==> config.mk <==
export PLATFORM = sky130hd
export DESIGN_NAME = uart_tx_frame
export DESIGN_NICKNAME = d
export VERILOG_FILES = /design/src/rtl/uart_pkg.sv /design/src/rtl/uart_tx_bit_timer.sv /design/src/rtl/uart_tx_frame.sv
export SDC_FILE = /design/constraint.sdc
export NUM_CORES = 1
export LEC_CHECK = 0
export CELL_PAD_IN_SITES_DETAIL_PLACEMENT = 0
export CELL_PAD_IN_SITES_GLOBAL_PLACEMENT = 1
export CORE_MARGIN = 1.5
export CORE_UTILIZATION = 32
export CTS_CLUSTER_SIZE = 14
export DETAILED_ROUTE_END_ITERATION = 6
export PLACE_DENSITY_LB_ADDON = 0.1
export SLEW_MARGIN = 20
export SYNTH_ARGS = -nofsm -noshare
export SYNTH_HDL_FRONTEND = slang
export SYNTH_SLANG_ARGS = --single-unit
export TNS_END_PERCENT = 1
==> constraint.sdc <==
create_clock -name CLK -period 5.5 [get_ports CLK]
set_input_delay 1.1 -clock CLK [delete_from_list [all_inputs] [get_ports CLK]]
set_output_delay 1.1 -clock CLK [all_outputs]
set_load 0.005 [all_outputs]
==> src/rtl/uart_pkg.sv <==
// Shared definitions for the UART transmit path: FSM encodings, Bit_number
// codes and the fallback prescale used when the latched value is below 2.
package uart_pkg;

    typedef enum logic [2:0] {
        StIdle   = 3'd0,
        StStart  = 3'd1,
        StData   = 3'd2,
        StParity = 3'd3,
        StStop   = 3'd4
    } tx_state_e;

    localparam logic [3:0] BitNumStart  = 4'd0;
    localparam logic [3:0] BitNumParity = 4'd9;
    localparam logic [3:0] BitNumStop   = 4'd10;

    localparam int unsigned DefaultPrescale = 8;

endpackage

==> src/rtl/uart_tx_bit_timer.sv <==
// Bit-period timer: Bit_Counter runs 1..limit and strobes bit_done_o on the
// last cycle of each bit period.
module uart_tx_bit_timer
    import uart_pkg::*;
#(
    parameter int unsigned PRESCALE_W = 6
) (
    input  logic                  clk_i,
    input  logic                  rst_ni,
    input  logic                  load_i,
    input  logic                  run_i,
    input  logic [PRESCALE_W-1:0] prescale_i,
    output logic                  bit_done_o
);

    logic [PRESCALE_W-1:0] bit_counter_d, bit_counter_q;
    logic [PRESCALE_W-1:0] limit;

    // Prescale values 0 and 1 cannot form a sensible bit period.
    assign limit      = (prescale_i < PRESCALE_W'(2)) ? PRESCALE_W'(DefaultPrescale) : prescale_i;
    assign bit_done_o = run_i && (bit_counter_q == limit);

    always_comb begin
        bit_counter_d = bit_counter_q;
        if (load_i) begin
            bit_counter_d = PRESCALE_W'(1);
        end else if (run_i) begin
            bit_counter_d = bit_done_o ? PRESCALE_W'(1) : bit_counter_q + PRESCALE_W'(1);
        end
    end

    always_ff @(posedge clk_i or negedge rst_ni) begin
        if (!rst_ni) begin
            bit_counter_q <= '0;
        end else begin
            bit_counter_q <= bit_counter_d;
        end
    end

endmodule

==> src/rtl/uart_tx_frame.sv <==
// UART transmit engine: start, 8 data bits LSB-first, optional parity, stop.
// Parity support is compiled in only when UART_TX_PARITY_EN is defined.
module uart_tx_frame
    import uart_pkg::*;
#(
    parameter int unsigned PRESCALE_W = 6
) (
    input  logic                  CLK,
    input  logic                  RSTn,
    input  logic [7:0]            P_DATA,
    input  logic                  Data_Valid,
    input  logic                  PAR_EN,
    input  logic                  PAR_TYP,
    input  logic [PRESCALE_W-1:0] PRESCALE,
    output logic                  TX_OUT,
    output logic                  Busy,
    output logic                  Done,
    output logic [3:0]            Bit_number
);

    tx_state_e             state_d, state_q;
    logic [7:0]            data_d, data_q;
    logic [PRESCALE_W-1:0] prescale_d, prescale_q;
    logic [3:0]            bit_num_d, bit_num_q;
    logic                  tx_d, tx_q;
    logic                  done_d, done_q;
    logic                  timer_load;
    logic                  bit_done;

`ifdef UART_TX_PARITY_EN
    logic par_en_d, par_en_q;
    logic par_bit_d, par_bit_q;
`else
    logic unused_par;
    assign unused_par = PAR_EN ^ PAR_TYP;
`endif

    assign Busy       = (state_q != StIdle);
    assign TX_OUT     = tx_q;
    assign Done       = done_q;
    assign Bit_number = bit_num_q;

    uart_tx_bit_timer #(
        .PRESCALE_W(PRESCALE_W)
    ) u_bit_timer (
        .clk_i     (CLK),
        .rst_ni    (RSTn),
        .load_i    (timer_load),
        .run_i     (Busy),
        .prescale_i(prescale_q),
        .bit_done_o(bit_done)
    );

    // tx_d always holds the level for the next cycle, so TX_OUT comes straight off a flop.
    always_comb begin
        state_d    = state_q;
        data_d     = data_q;
        prescale_d = prescale_q;
        bit_num_d  = bit_num_q;
        tx_d       = tx_q;
        done_d     = 1'b0;
        timer_load = 1'b0;
`ifdef UART_TX_PARITY_EN
        par_en_d   = par_en_q;
        par_bit_d  = par_bit_q;
`endif
        unique case (state_q)
            StIdle: begin
                tx_d = 1'b1;
                if (Data_Valid) begin
                    data_d     = P_DATA;
                    prescale_d = PRESCALE;
                    bit_num_d  = BitNumStart;
                    tx_d       = 1'b0;
                    timer_load = 1'b1;
                    state_d    = StStart;
`ifdef UART_TX_PARITY_EN
                    par_en_d   = PAR_EN;
                    par_bit_d  = (^P_DATA) ^ PAR_TYP;
`endif
                end
            end
            StStart: begin
                if (bit_done) begin
                    state_d   = StData;
                    bit_num_d = 4'd1;
                    tx_d      = data_q[0];
                end
            end
            StData: begin
                if (bit_done) begin
                    if (bit_num_q == 4'd8) begin
                        state_d   = StStop;
                        bit_num_d = BitNumStop;
                        tx_d      = 1'b1;
`ifdef UART_TX_PARITY_EN
                        if (par_en_q) begin
                            state_d   = StParity;
                            bit_num_d = BitNumParity;
                            tx_d      = par_bit_q;
                        end
`endif
                    end else begin
                        // Bit_number k carries data[k-1], so the next bit is data[bit_num_q].
                        bit_num_d = bit_num_q + 4'd1;
                        tx_d      = data_q[bit_num_q[2:0]];
                    end
                end
            end
`ifdef UART_TX_PARITY_EN
            StParity: begin
                if (bit_done) begin
                    state_d   = StStop;
                    bit_num_d = BitNumStop;
                    tx_d      = 1'b1;
                end
            end
`endif
            StStop: begin
                if (bit_done) begin
                    state_d   = StIdle;
                    bit_num_d = BitNumStart;
                    tx_d      = 1'b1;
                    done_d    = 1'b1;
                end
            end
            default: begin
                state_d = StIdle;
            end
        endcase
    end

    always_ff @(posedge CLK or negedge RSTn) begin
        if (!RSTn) begin
            state_q    <= StIdle;
            data_q     <= '0;
            prescale_q <= '0;
            bit_num_q  <= BitNumStart;
            tx_q       <= 1'b1;
            done_q     <= 1'b0;
`ifdef UART_TX_PARITY_EN
            par_en_q   <= 1'b0;
            par_bit_q  <= 1'b0;
`endif
        end else begin
            state_q    <= state_d;
            data_q     <= data_d;
            prescale_q <= prescale_d;
            bit_num_q  <= bit_num_d;
            tx_q       <= tx_d;
            done_q     <= done_d;
`ifdef UART_TX_PARITY_EN
            par_en_q   <= par_en_d;
            par_bit_q  <= par_bit_d;
`endif
        end
    end

endmodule
==> flow_metrics.py, run 1 <==
metrics = {
    "outcome": {
        "status": "completed",
    },
    "drt": {
        "vias_per_cell": 4.88,
        "ant_nets": 0,
        "initialDrtViolationCount": 59,
        "post-route-drc-count": 0,
        "wl_per_cell_um": 13.4,
        "num_vias": 1141,
        "drt_pass1_iterations": 4,
        "wl_um": 3140,
    },
    "logic_synthesis": {
        "syn_avg_cell_area_um2": 11.4,
        "netlist-cell-type-count": 40,
        "synth_top_family_by_area": "compound AO/OA/AOI/OAI gates",
        "ys_ff_latch": 29,
        "synthXorXnorAreaFrac_pct": 4.35,
        "synth_cells": 139,
        "synth_adder_area_share_pct": 2.37,
        "syn_area_um2": 1580,
        "ys_seq_area_share_pct": 46.0,
        "synth_nets": 161,
        "yosysWarnings": 0,
        "synth_simple_gate_area_share_pct": 14.2,
        "synthMuxAreaShare_pct": 14.4,
        "synth_compound_area_share_pct": 15.7,
    },
    "placed_design": {
        "globalplace.congestion": 0.770,
        "portBuffers": 23,
        "dp_slack_ns": 2.40,
        "place_hpwl_um": 2340,
        "post_dp_cell_area_um2": 1880,
    },
    "global_routing": {
        "grt_overflow_total": 0,
        "grt_usage_pct": 13.9,
        "antenna_found_initial": 0,
        "first_global_vias": 1189,
        "grt_pass1_wl_um": 5640,
        "grt_max_degree": 30,
    },
    "floorplan": {
        "coreArea_um2": 4750,
        "die_height_um": 73.3,
        "die_x_um": 73.3,
        "io_pins": 26,
        "fp-row-count": 25,
        "die_area_um2": 5370,
        "initial_utilization_pct": 33.3,
    },
    "cells_and_area": {
        "area_growth_pct": 26.3,
        "diodes": 0,
        "nFillCells": 460,
        "layout.cells.most_common": "dfrtp_1",
        "final_cell_mix": "dfrtp_1 (28), clkdlybuf4s50_1 (23), mux2_2 (14), nor2_1 (8)",
        "finalInstanceArea_um2": 2000,
        "final_layout_size_suffix_gt1_share_pct": 20.4,
        "nNetsFinal": 188,
    },
    "setup_path": {
        "cp_num_buf_inv": 2,
        "cp.arrival_ns": 1.78,
        "crit-reg2reg-launch": "state_q[0]",
        "critPathMaxFanout": 11,
        "slowest_stage": "dfrtp_1",
        "crit_chain": "nor3_2 -> inv_1 -> clkdlybuf4s50_1",
        "cp-start-kind": "register",
        "cp.required_ns": 4.40,
        "reg2reg_depth": 4,
        "cp-end-kind": "output pin",
        "cpPeakStageDelay_ns": 0.49,
        "cp_num_cells": 3,
        "cpLargestDelayFamily": "buffers and inverters",
        "cp-startpoint": "state_q[0]",
        "critPathKind": "reg -> out",
    },
    "power_and_ir_drop": {
        "p_comb_share_pct": 3.7,
        "switching_share_pct": 20.4,
        "ir_drop_v": 0.000132,
        "p_leak_nw": 0.865,
        "power.switching_w": 0.0000920,
        "clockPowerShare_pct": 49.1,
        "p_seq_share_pct": 47.3,
        "p_per_area_nw_per_um2": 226,
        "internal-power_w": 0.000359,
    },
    "timing": {
        "tightest_slew_ns": 0.758,
        "grt_setup_unrepaired": "false",
        "period_share_pct": 52.4,
        "max_slew_margin_pct": 49.5,
        "fmax_mhz": 347,
        "setup_viol": 0,
        "min_period_ns": 2.88,
        "skew_ns": 0.00493,
        "hold_violations": 0,
        "worst_hold_slack_ns": 0.509,
        "setup_slack_ns": 2.62,
        "tns_ns": 0,
        "slew_violations": 0,
    },
    "clock_network": {
        "clock_sinks": 29,
        "cts_root_buf": "clkbuf_8",
        "clockBufferDepth": 2,
        "cts_buffers": 5,
        "htree_levels": 2,
        "cts_setup_buffers": 0,
        "clk_pin_slew_ns": 0.07,
        "ctsHoldBuffers": 0,
        "insertion_delay_ns": 0.28,
        "tritoncts": "yes",
        "cts_resized": 0,
    },
    "job": {
        "drv_cap": 0,
    },
    "min_path": {
        "min_path_cells": 1,
        "hp-class": "reg -> reg",
        "hp-start": "data_q[1]",
    },
}
==> worst paths after layout <==
path	slack, ns	to
setup / recovery	2.62	Busy
hold / removal	0.51	data_q[1]
setup reg to reg	3.27	Bit_number[0]
hold reg to reg	0.51	data_q[1]
max in group asynchronous	3.99	TX_OUT
min in group asynchronous	1.20	Bit_number[0]
==> power groups by stage <==
stage          Combinational (W)  Sequential [W]  Clock [W]
6_report               0.0000166        0.000213   0.000221
5_1_grt                0.0000185        0.000213   0.000240
4_1_cts                0.0000173        0.000213   0.000228
3_5_place_dp           0.0000172        0.000217          0
3_3_place_gp           0.0000169        0.000217          0
2_1_floorplan        0.000000395        0.000217          0
==> sequential cells by signal, summed over array words and instances, names as in the netlist <==
name / count
state_q: 3
u_bit_timer.bit_counter_q: 6
data_q: 8
prescale_q: 6
Done: 1
Bit_number: 4
TX_OUT: 1
==> synth_stat cells, drive strengths merged <==
library cell	n	area, um2
dfrtp	28	701
mux2	15	173
nor2	8	30.0
a21oi	7	35.0
inv	7	26.3
a22o	6	52.6
nand3	6	30.0
nor3	6	40.0
o21ai	6	30.0
buf	4	20.0
nand2	4	15.0
nand2b	4	25.0
o31ai	4	30.0
xor2	4	42.6
ha	3	37.5
or3	3	23.8
xnor2	3	26.3
mux4	2	45.0
nor2b	2	12.5
a211oi	1	12.5
a21boi	1	7.51
a21o	1	7.51
a31oi	1	6.26
and2	1	6.26
and3	1	6.26
dfstp	1	26.3
mux2i	1	10.0
nand4	1	6.26
nor4	1	21.3
nor4b	1	8.76
o2111ai	1	26.3
o211ai	1	7.51
o21a	1	7.51
o21bai	1	7.51
o311a	1	10.0
o32ai	1	8.76
==> area by class of cell <==
type / count / area (um2) / area share, %
timing repair buffer: 24 / 238 / 11.9
sequential: 29 / 727 / 36.4
tap: 67 / 83.8 / 4.20
clock inverter: 3 / 46.3 / 2.32
inverter: 7 / 26.3 / 1.31
multi-input combinational: 99 / 808 / 40.5
clock buffer: 5 / 68.8 / 3.44
==> through the flow <==
stage,instances,util [%],total power [W]
2_1_floorplan,139,-,0.000218
3_3_place_gp,226,39.6,0.000234
3_5_place_dp,226,39.6,0.000234
4_1_cts,234,42.0,0.000459
5_1_grt,234,42.0,0.000471
6_report,234,42.0,0.000451
==> kinds of logic (layout without fill, tap and decap cells) <==
family	after synthesis	after routing
compound gates	33	33
xor+xnor	7	7
fa+ha+maj	3	3
buf+inv	11	39
flops	29	29
mux	18	18
simple gates	38	38
==> worst register-to-register path, cell delays in order, from the launching register on <==
cell and delay, ns:
dfrtp_1 0.49, nor3_2 0.36, and2_1 0.68, or3_4 0.29, mux2_4 0.29
==> routing by layer <==
metal	routed length (um)	GRT usage (%)	vias to the layer above
met5	0	0	-
met4	46	5.35	0
met3	139	4.39	4
met2	1460	21.6	24
met1	1500	18.1	548
li1	-	-	565
Note: power is estimated with default switching activity, not from simulation.
==> run 2, diff against run 1 <==
- clock period: 5.5 -> 2.7 ns (I/O delays scaled with it)
==> run 2 against run 1 <==
Cell area fell by 0.69%. Utilization down 0.29 points. Power increased by 83%. Sequential share of layout area up 0.25 points. Highest routed layer unchanged.
==> flow_metrics.py, run 2 (same netlist as run 1, synthesis figures left out) <==
metrics = {
    "cells_and_area": {
        "layout.cells.most_common": "dfrtp_1",
        "finalInstanceArea_um2": 1980,
        "multi_input_area_um2": 808,
        "top_register": "data_q",
        "final-seq-area_um2": 727,
        "final_cells": 235,
        "final_layout_size_suffix_gt1_share_pct": 20.2,
        "area_growth_pct": 25.5,
        "largest_reg_flops": 8,
        "utilization_pct": 41.7,
        "top_regs": "data_q (8), prescale_q (6), u_bit_timer.bit_counter_q (6)",
        "final_cell_mix": "dfrtp_1 (28), clkdlybuf4s50_1 (23), mux2_2 (14), nor2_1 (8)",
        "nFillCells": 497,
        "nNetsFinal": 190,
        "diodes": 0,
    },
    "timing": {
        "setup_viol": 0,
        "grt_setup_unrepaired": "false",
        "skew_ns": 0.00473,
        "min_period_ns": 2.12,
        "tns_ns": 0,
        "hold_violations": 0,
        "fmax_mhz": 471,
        "tightest_slew_ns": 0.452,
        "slew_violations": 0,
        "period_share_pct": 78.7,
        "max_slew_margin_pct": 69.7,
    },
    "global_routing": {
        "top_usage_layer": "met2",
        "antenna_found_initial": 0,
        "grt_use_met3_pct": 4.25,
        "grt_pass1_wl_um": 5340,
        "grt_overflow_total": 0,
        "grt_usage_pct": 13.3,
        "use_met1_pct": 17.7,
        "grt_util_met2_pct": 20.1,
        "first_global_vias": 1095,
        "grt_max_degree": 30,
    },
    "min_path": {
        "hp-class": "reg -> reg",
        "hp-start": "data_q[1]",
    },
    "floorplan": {
        "die_x_um": 73.3,
        "initial_utilization_pct": 33.3,
        "die_height_um": 73.3,
        "die_area_um2": 5370,
        "coreArea_um2": 4750,
        "fp-row-count": 25,
        "io_pins": 26,
    },
    "power_and_ir_drop": {
        "p_comb_share_pct": 4.1,
        "p_per_area_nw_per_um2": 415,
        "p_leak_nw": 0.866,
        "finalPower_w": 0.000824,
        "ir_drop_v": 0.000213,
        "switching_share_pct": 20.1,
        "clockPowerShare_pct": 43.1,
        "power.switching_w": 0.000166,
        "internal-power_w": 0.000658,
        "p_seq_share_pct": 52.8,
    },
    "placed_design": {
        "portBuffers": 23,
        "placed_cells": 228,
        "place_hpwl_um": 2390,
        "post_dp_cell_area_um2": 1900,
        "globalplace.congestion": 0.788,
    },
    "clock_network": {
        "ctsHoldBuffers": 0,
        "clk_pin_slew_ns": 0.06,
        "clock_sinks": 29,
        "cts_setup_buffers": 0,
        "tritoncts": "yes",
        "cts_resized": 0,
        "insertion_delay_ns": 0.27,
        "clockBufferDepth": 2,
        "htree_levels": 2,
        "cts_buffers": 5,
        "cts_root_buf": "clkbuf_8",
    },
    "setup_path": {
        "crit-reg2reg-launch": "u_bit_timer.bit_counter_q[2]",
        "cp-startpoint": "u_bit_timer.bit_counter_q[2]",
        "cp.required_ns": 2.86,
        "cpPeakStageDelay_ns": 0.43,
        "cp.arrival_ns": 2.29,
        "crit_chain": "xor2_1 -> nor3_1 -> o2111ai_4 -> nor2_1 -> nor2_1 -> a22o_1",
        "cp-end-kind": "register",
        "cp_num_buf_inv": 0,
        "slowest_stage": "dfrtp_1",
        "critPathKind": "reg -> reg",
        "critPathMaxFanout": 7,
        "cp-start-kind": "register",
        "cpLargestDelayFamily": "simple AND/OR/NAND/NOR gates",
        "cpMostUsedCell": "nor2_1",
    },
    "drt": {
        "vias_per_cell": 4.86,
        "post-route-drc-count": 0,
        "drt_pass1_iterations": 4,
        "wl_um": 3200,
        "initialDrtViolationCount": 77,
        "wl_per_cell_um": 13.6,
        "num_vias": 1143,
        "ant_nets": 0,
    },
    "job": {
        "drv_cap": 0,
    },
    "outcome": {
        "status": "completed",
    },
}
run 2: power groups by stage:
stage / combinational, W / sequential (W) / clock (W)
floorplan: 0.000000804 / 0.000443 / 0
global placement: 0.0000345 / 0.000443 / 0
detailed placement: 0.0000352 / 0.000443 / 0
CTS: 0.0000354 / 0.000435 / 0.000372
global route: 0.0000377 / 0.000434 / 0.000389
finish: 0.0000339 / 0.000435 / 0.000355
run 2: final timing paths:
kind | endpoint | slack, ns | cells after the start
worst max register to register | u_bit_timer.bit_counter_q[3] | 0.58 | 6
worst min register to register | data_q[1] | 0.51 | 1
worst min-delay path | data_q[1] | 0.51 | 1
worst max-delay path | u_bit_timer.bit_counter_q[3] | 0.58 | 6
min in group asynchronous | Done | 0.65 | 2
max in group asynchronous | TX_OUT | 1.74 | 2
run 2: final cells by class:
cell class | instances | share of cell area (%)
Inverter | 7 | 1.32
Tap cell | 67 | 4.22
Sequential cell | 29 | 36.6
Clock buffer | 7 | 4.35
Multi-Input combinational cell | 99 | 40.7
Timing Repair Buffer | 26 | 12.7
run 2: stage by stage:
stage	setup WS, ns	hold slack [ns]
floorplan	0.714	0.244
global placement	0.565	0.485
detailed placement	0.564	0.498
CTS	0.558	0.512
global route	0.427	0.527
finish	0.576	0.505
run 2: layer usage:
metal / vias to the layer above / wire, um
li1: 567 / -
met1: 557 / 1620
met2: 17 / 1440
met3: 2 / 115
met4: 0 / 25
met5: - / 0
==> run 3, diff against run 2 <==
- clock period: 2.7 -> 1.7 ns (I/O delays scaled with it)
==> run 3 against run 2 <==
The run now ends with setup timing left. Sequential power grew 59%. Cell area grew 12%. Final cell count grew 13%. Power grew 55%. Largest cell class unchanged. Hold slack lost 0.047 ns. Clock skew grew 0.00069 ns.
==> flow_metrics.py, run 3 (same netlist as run 1, synthesis figures left out) <==
metrics = {
    "power_and_ir_drop": {
        "p_per_area_nw_per_um2": 574,
        "finalPower_w": 0.00128,
        "ir_drop_v": 0.000499,
        "p_leak_nw": 1.03,
    },
    "drt": {
        "num_vias": 1279,
        "vias_per_cell": 4.81,
        "drt_pass1_iterations": 4,
        "wl_per_cell_um": 13.5,
        "wl_um": 3590,
        "initialDrtViolationCount": 60,
        "post-route-drc-count": 0,
        "ant_nets": 0,
    },
    "setup_path": {
        "cp-start-kind": "register",
        "timing.rr.end": "Bit_number[0]",
        "reg2reg_slack_ns": -0.35,
        "crit_chain": "nor4_4 -> nor3_1 -> o2111ai_4 -> a211oi_2 -> or3_4 -> mux2_4",
        "slowest_stage": "dfrtp_1",
        "cp_num_cells": 6,
        "critPathKind": "reg -> reg",
        "critPathMaxFanout": 6,
        "reg2reg_depth": 6,
        "cpPeakStageDelay_ns": 0.42,
        "cp.arrival_ns": 2.21,
        "cp.required_ns": 1.86,
        "cp-end-kind": "register",
        "crit-reg2reg-launch": "prescale_q[5]",
        "cpLargestDelayFamily": "simple AND/OR/NAND/NOR gates",
        "cp_num_buf_inv": 0,
    },
    "global_routing": {
        "first_global_vias": 1271,
        "grt_overflow_total": 0,
        "grt_usage_pct": 14.9,
        "grt_pass1_wl_um": 6010,
        "use_met1_pct": 19.6,
        "grt_use_met3_pct": 4.39,
        "grt_util_met2_pct": 23.6,
        "top_usage_layer": "met2",
        "antenna_found_initial": 0,
        "grt_max_degree": 30,
    },
    "cells_and_area": {
        "utilization_pct": 46.8,
        "final_cell_mix": "buf_4 (31), dfrtp_1 (28), clkdlybuf4s50_1 (22), mux2_2 (14)",
        "nNetsFinal": 220,
        "top_register": "data_q",
        "final_layout_size_suffix_gt1_share_pct": 33.7,
        "largest_reg_flops": 8,
        "nFillCells": 461,
        "top_regs": "data_q (8), prescale_q (6), u_bit_timer.bit_counter_q (6)",
        "final_cells": 266,
        "diodes": 0,
        "layout.cells.most_common": "buf_4",
        "area_growth_pct": 40.7,
    },
    "clock_network": {
        "clockBufferDepth": 2,
        "htree_levels": 2,
        "cts_root_buf": "clkbuf_8",
        "tritoncts": "yes",
        "cts_setup_buffers": 0,
        "clock_sinks": 29,
        "cts_buffers": 5,
        "insertion_delay_ns": 0.27,
        "clk_pin_slew_ns": 0.06,
    },
    "timing": {
        "worst_hold_slack_ns": 0.458,
        "setup_viol": 15,
        "tightest_slew_ns": 0.379,
        "fmax_mhz": 488,
        "period_share_pct": 121,
        "setup_slack_ns": -0.349,
        "grt_setup_unrepaired": "true",
        "slew_violations": 0,
        "min_period_ns": 2.05,
        "max_slew_margin_pct": 74.8,
        "hold_violations": 0,
        "skew_ns": 0.00542,
    },
    "outcome": {
        "violations": "setup timing",
        "status": "complete, but fails checks",
    },
    "placed_design": {
        "portBuffers": 23,
        "dp_slack_ns": -0.350,
        "globalplace.congestion": 0.802,
        "place_hpwl_um": 2800,
        "placed_cells": 258,
    },
    "floorplan": {
        "io_pins": 26,
        "coreArea_um2": 4750,
        "fp-row-count": 25,
        "die_area_um2": 5370,
        "die_height_um": 73.3,
        "die_x_um": 73.3,
        "initial_utilization_pct": 33.3,
    },
    "min_path": {
        "hp-class": "in -> async",
    },
    "job": {
        "drv_cap": 0,
    },
}
run 3: cell types whose count changed in the layout (fill, tap and decap cells not counted):
cell	previous run	this run
buf_12	0	1
buf_4	3	31
buf_6	0	1
clkbuf_8	6	5
clkdlybuf4s50_1	23	22
clkinv_2	0	2
dlygate4sd2_1	0	1
nor2_1	8	6
nor2_2	0	2
run 3: worst max-delay path by stage:
stage | start | end | slack, ns
detailed placement | prescale_q[5] | Bit_number[0] | -0.35
global route | prescale_q[5] | Bit_number[0] | -0.48
floorplan | prescale_q[5] | Bit_number[0] | -0.29
global placement | prescale_q[5] | Bit_number[0] | -0.31
finish | prescale_q[5] | Bit_number[0] | -0.35
CTS | prescale_q[5] | Bit_number[0] | -0.36
run 3: timing repair:
action | in CTS | in global routing
cloned | 0 | 0
setup endpoints to repair | 19 | 29
resized for setup | 3 | 4
hold buffers | 0 | 0
hold endpoints to repair | 0 | 0
pin swaps | 0 | 0
run 3: final cells by class:
cell class / count / area (um2) / area share [%]
Inverter: 7 / 26.3 / 1.18
Multi-Input combinational cell: 99 / 813 / 36.5
Clock inverter: 2 / 10.0 / 0.450
Tap cell: 67 / 83.8 / 3.77
Timing Repair Buffer: 56 / 493 / 22.1
Clock buffer: 6 / 72.6 / 3.26
Sequential cell: 29 / 727 / 32.7
run 3: routing by layer:
| metal | wire, um | vias to the layer above |
|---|---|---|
| met2 | 1760 | 24 |
| li1 | - | 629 |
| met3 | 137 | 2 |
| met5 | 0 | - |
| met4 | 16 | 0 |
| met1 | 1680 | 624 |
run 3: where the power goes:
| part | total, W | leakage [nW] | internal (W) | switching [W] |
|---|---|---|---|---|
| Combinational | 0.0000575 | 0.608 | 0.0000371 | 0.0000204 |
| Sequential | 0.000691 | 0.376 | 0.000691 | 0 |
| Clock | 0.000530 | 0.0450 | 0.000283 | 0.000248 |
| Total | 0.00128 | 1.03 | 0.00101 | 0.000268 |
run 3: per-stage QoR:
stage | setup TNS [ns] | instance area (um2)
detailed placement | -5.23 | 2120
CTS | -4.63 | 2210
finish | -3.28 | 2230
global placement | -4.39 | 2120
floorplan | -1.84 | 1580
global route | -5.65 | 2230
